===== config.mk =====
export PLATFORM = sky130hd
export DESIGN_NAME = phase_timer
export DESIGN_NICKNAME = d
export VERILOG_FILES = /design/src/rtl/phase_timer_pkg.sv /design/src/rtl/tick_prescaler.sv /design/src/rtl/phase_timer.sv
export SDC_FILE = /design/constraint.sdc
export NUM_CORES = 1
export LEC_CHECK = 0
export CAP_MARGIN = 40
export CORE_AREA = 2 2 69 71
export CTS_BUF_LIST = sky130_fd_sc_hd__clkbuf_8
export CTS_CLUSTER_DIAMETER = 100
export DETAILED_ROUTE_END_ITERATION = 6
export DIE_AREA = 0 0 71 73
export PLACE_DENSITY = 0.76
export SLEW_MARGIN = 20
export SYNTH_ARGS = -nofsm -noshare
export SYNTH_HDL_FRONTEND = slang
export SYNTH_HIERARCHICAL = 1
export SYNTH_SLANG_ARGS = --single-unit

===== constraint.sdc =====
create_clock -name clkin -period 3.3 [get_ports clkin]
set_input_delay 0.33 -clock clkin [delete_from_list [all_inputs] [get_ports clkin]]
set_output_delay 0.33 -clock clkin [all_outputs]
set_load 0.01 [all_outputs]

===== src/rtl/phase_timer_pkg.sv =====
// Shared definitions for the phase countdown timer.
// State encoding is fixed so that debug probes and readback logic can decode it directly.
package phase_timer_pkg;

  typedef enum logic [1:0] {
    IDLE   = 2'd0,
    RUN    = 2'd1,
    PAUSED = 2'd2,
    DONE   = 2'd3
  } state_t;

endpackage


===== src/rtl/tick_prescaler.sv =====
// Divides clkin down to a single-cycle tick every PRESCALE cycles.
// The counter only advances while enabled and restarts from zero on clear.
module tick_prescaler #(
  parameter int PRESCALE = 50000000,
  parameter int PRESC_W  = $clog2(PRESCALE)
) (
  input  logic clkin,
  input  logic resetn,
  input  logic enable,
  input  logic clear,
  output logic tick
);

  localparam logic [PRESC_W-1:0] LAST = PRESC_W'(PRESCALE - 1);

  logic [PRESC_W-1:0] count;

  always_ff @(posedge clkin or negedge resetn) begin
    if (!resetn) begin
      count <= '0;
    end else if (clear) begin
      count <= '0;
    end else if (enable) begin
      count <= (count == LAST) ? '0 : count + PRESC_W'(1);
    end
  end

  assign tick = (count == LAST);

endmodule


===== src/rtl/phase_timer.sv =====
// Programmable countdown timer for traffic-light phase durations.
// Counts raw clock cycles or prescaled one-second ticks, with one-shot/auto-reload, pause and abort.
module phase_timer
  import phase_timer_pkg::*;
#(
  parameter int CNT_W    = 8,
  parameter int PRESCALE = 50000000,
  parameter int PRESC_W  = $clog2(PRESCALE)
) (
  input  logic             clkin,
  input  logic             resetn,
  input  logic             start,
  input  logic [CNT_W-1:0] value,
  input  logic             seconds_enabled,
  input  logic             auto_reload,
  input  logic             pause,
  input  logic             abort,
  output logic [CNT_W-1:0] remaining,
  output logic             busy,
  output logic             expired,
  output logic             done
);

  state_t             state, state_nxt;
  logic [CNT_W-1:0]   remaining_nxt;
  logic               expired_nxt;
  logic               done_nxt;
  logic               presc_enable;
  logic               presc_clear;
  logic               presc_tick;
  logic               tick;

  tick_prescaler #(
    .PRESCALE (PRESCALE),
    .PRESC_W  (PRESC_W)
  ) u_prescaler (
    .clkin  (clkin),
    .resetn (resetn),
    .enable (presc_enable),
    .clear  (presc_clear),
    .tick   (presc_tick)
  );

  assign tick = seconds_enabled ? presc_tick : 1'b1;

  // Prescaler is held at zero in fast mode so switching to seconds starts a fresh period.
  assign presc_clear  = start | abort | ~seconds_enabled;
  assign presc_enable = (state == RUN) & ~pause & seconds_enabled;

  always_comb begin
    state_nxt     = state;
    remaining_nxt = remaining;
    expired_nxt   = 1'b0;
    done_nxt      = done;

    if (abort) begin
      state_nxt     = IDLE;
      remaining_nxt = '0;
      done_nxt      = 1'b0;
    end else if (start) begin
      remaining_nxt = value;
      done_nxt      = 1'b0;
      if (value == '0) begin
        state_nxt   = DONE;
        done_nxt    = 1'b1;
        expired_nxt = 1'b1;
      end else begin
        state_nxt = pause ? PAUSED : RUN;
      end
    end else begin
      case (state)
        RUN: begin
          if (pause) begin
            state_nxt = PAUSED;
          end else if (tick) begin
            if (remaining > CNT_W'(1)) begin
              remaining_nxt = remaining - CNT_W'(1);
            end else begin
              // A zero reload value cannot run again, so it finishes like a one-shot.
              expired_nxt = 1'b1;
              if (auto_reload && (value != '0)) begin
                remaining_nxt = value;
              end else begin
                remaining_nxt = '0;
                done_nxt      = 1'b1;
                state_nxt     = DONE;
              end
            end
          end
        end
        PAUSED: begin
          if (!pause) begin
            state_nxt = RUN;
          end
        end
        default: begin
        end
      endcase
    end
  end

  always_ff @(posedge clkin or negedge resetn) begin
    if (!resetn) begin
      state     <= IDLE;
      remaining <= '0;
      expired   <= 1'b0;
      done      <= 1'b0;
    end else begin
      state     <= state_nxt;
      remaining <= remaining_nxt;
      expired   <= expired_nxt;
      done      <= done_nxt;
    end
  end

  assign busy = (state == RUN) || (state == PAUSED);

endmodule


==> results of run 1 <==
[critical path, cell delays in order, from the launching register on]
cell	delay [ps]
dfrtp_1	460
or4_1	510
or4_1	650
nor2_1	140
nand2b_1	180
and3_1	290
a31oi_1	110
nor2_1	350
a221o_1	230
[cells by family (layout without fill, tap and decap cells)]
| group | Yosys count | count (layout) | synth area share |
|---|---|---|---|
| AOI/OAI and AO/OA | 64 | 64 | 0.187 |
| xor gates and xnor gates | 6 | 6 | 0.0220 |
| adders and majority gates | 5 | 5 | 0.0262 |
| buffers and inverters | 23 | 52 | 0.0545 |
| DFF | 38 | 38 | 0.398 |
| muxes | 6 | 6 | 0.0299 |
| and+or+nand+nor | 119 | 119 | 0.282 |
[Yosys cell counts, types with 4 or more instances]
cell type / instances / area (sq um)
dfrtp_1: 38 / 951
nor2_1: 22 / 82.6
a21oi_1: 21 / 105
nand2_1: 20 / 75.1
nand3_1: 14 / 70.1
o21ai_0: 13 / 65.1
inv_1: 12 / 45.0
nand4_1: 11 / 68.8
or3_1: 7 / 43.8
or4_1: 6 / 45.0
and4_1: 5 / 43.8
buf_6: 5 / 56.3
ha_1: 5 / 62.6
nor2b_1: 5 / 31.3
o31ai_1: 5 / 37.5
xor2_1: 5 / 43.8
a221o_1: 4 / 40.0
and2_1: 4 / 25.0
and3_1: 4 / 25.0
nor3_1: 4 / 20.0
[per-stage QoR]
stage | hold slack (ps) | setup WS (ps) | utilization | instances
after floorplan | 34.4 | 678 | - | 261
after global placement | 486 | 445 | 0.585 | 334
after global routing | 538 | 161 | 0.618 | 344
after CTS | 512 | 354 | 0.618 | 344
final | 506 | 316 | 0.618 | 344
after detailed placement | 297 | 391 | 0.591 | 335
[repair_timing]
item | CTS | global route
gates resized for setup | 0 | 0
hold buffers | 1 | 0
endpoints found under the hold margin | 16 | 0
[worst paths after layout]
kind                                        from               endpoint  slack, ps  cells after the start
max in group asynchronous                 resetn  u_prescaler/count[18]       2340                      3
setup / recovery           u_prescaler/count[10]           remaining[1]        320                      8
hold / removal                            resetn  u_prescaler/count[15]        510                      2
setup reg to reg           u_prescaler/count[10]           remaining[1]        320                      8
min in group clkin                          done                   done        510                      1
hold reg to reg                             done                   done        510                      1
[routing by layer]
metal	global-route usage	part of all wire	wire, microns	up-vias
met2	0.371	0.49	2630	67
met4	0.0671	0.0083	45	0
li1	-	-	-	1032
met3	0.0428	0.044	237	4
met5	0	0	0	-
met1	0.299	0.46	2500	1040
[state kept, by name, summed over array words and instances (netlist names)]
name,count
u_prescaler/count,26
remaining,8
state,2
done,1
expired,1
[area by class of cell]
class / instances / area (sq um) / area share
timing repair buffer: 32 / 320 / 0.114
clock inverter: 3 / 45.0 / 0.0161
inverter: 12 / 45.0 / 0.0161
multi-input combinational: 200 / 1310 / 0.466
tap: 54 / 67.6 / 0.0241
sequential: 38 / 951 / 0.339
clock buffer: 5 / 68.8 / 0.0245
[power by group through the flow]
stage          clock network (W)  logic (W)  registers, W
2_1_floorplan                  0  0.0000795      0.000497
4_1_cts                 0.000411   0.000151      0.000487
3_3_place_gp                   0   0.000144      0.000496
5_1_grt                 0.000429   0.000165      0.000489
6_report                0.000405   0.000150      0.000487
3_5_place_dp                   0   0.000149      0.000496
==> impl_metrics.yaml, run 1 <==
pwr:
  total_power_w: 0.00104
  p_sw_w: 0.000271
  clockPowerShare: 0.388
  p_seq_frac: 0.468
  p_comb_frac: 0.144
  p_sw_frac: 0.260
  ir_drop_mv: 0.283
  power.density_nw_per_um2: 372
  power_leakage_nw: 1.10
  p_int_w: 0.000772
synthesis:
  synth_ff_type: "dfrtp_1"
  synth-edff-count: 0
  syn-mean-instance-area_sq_um: 9.15
  synth_nets: 281
  yosysUniqueCellTypes: 51
  yosys_warnings: 6
  seq_area_frac_synth: 0.398
  syn_area_sq_um: 2390
  ys_ff_latch: 38
  synthCells: 261
  synthArstFlopShare: 1.00
layout:
  final_cell_area_sq_um: 2810
  layout_common_cells: "38 x dfrtp_1, 24 x clkdlybuf4s50_1, 22 x nor2_1"
  syn_to_final_growth_pct: 17.4
  diodes: 0
  final_nets: 309
  mostFrequentLayoutCell: "dfrtp_1"
  drive_gt1_frac: 0.110
  nFillCells: 417
floorplan:
  num_rows: 25
  ios: 26
  initial_utilization: 0.527
  fp.dieArea_sq_um: 5180
  core_sq_um: 4540
  die_w_microns: 71
  dieHeight_microns: 73
clocking:
  clock-sinks: 38
  cts_tree: "yes"
  htree_levels: 2
  cts_buffer_depth: 2
  root_buffer: "clkbuf_8"
  insertion_delay_ps: 300
  postCtsSetupBuffers: 0
  cts_buffers: 5
  clk_pin_slew_ps: 80
global_route:
  grt_antenna_before_repair: 0
  grt_usage: 0.224
  grt-ovfl-total: 0
  grt_start_max_net_pins: 23
  grt_pass1_wl_microns: 9170
  grt_pass1_vias: 1933
detailed_routing:
  num_vias: 2143
  drc: 0
  wire_per_inst_microns: 15.7
  antenna_left: 0
  drtPass1Iterations: 4
  viasPerCell: 6.23
  wl_microns: 5410
  initialDrtViolationCount: 181
worst_setup_path:
  cp_max_fo: 7
  cp.required_ps: 3540
  crit_type: "register to register"
  crit_arrival_ps: 3220
  crit_path_end_kind: "register"
  worstSetupStartpointType: "register"
timing:
  min_period_ps: 2980
  max_slew_margin: 0.640
  hold_viol: 0
  worst_pin_slew_ps: 540
  setup_viol: 0
  rsz0062_at_grt: "false"
  min_period_over_period: 0.904
  fmax_mhz: 335
  skew_ps: 8.11
  final_max_slew_viol_count: 0
  fin_setup_tns_ps: 0
outcome:
  outcome: "finished, final reports clean"
placed_design:
  gp_congestion: 0.904
  hpwl_microns: 3930
  port_buffers: 25
  place_area_sq_um: 2680
run:
  maxCapViolations: 0
hold_path:
  hp-class: "input pin to async pin"
No activity file was read; power rests on OpenSTA's default activity.
==> inputs of run 2 (changes only) <==
- SKIP_CTS_REPAIR_TIMING: default -> 1
==> results of run 2 <==
The final DEF is identical to that of run 1; final timing and power are the same.
Main changes from that run: wire length of the first global-routing pass 9170 microns -> 9140 microns; via count of the first global-routing pass 1933 -> 1926; overall routing resource usage 0.224 -> 0.223; met2 usage 0.371 -> 0.369
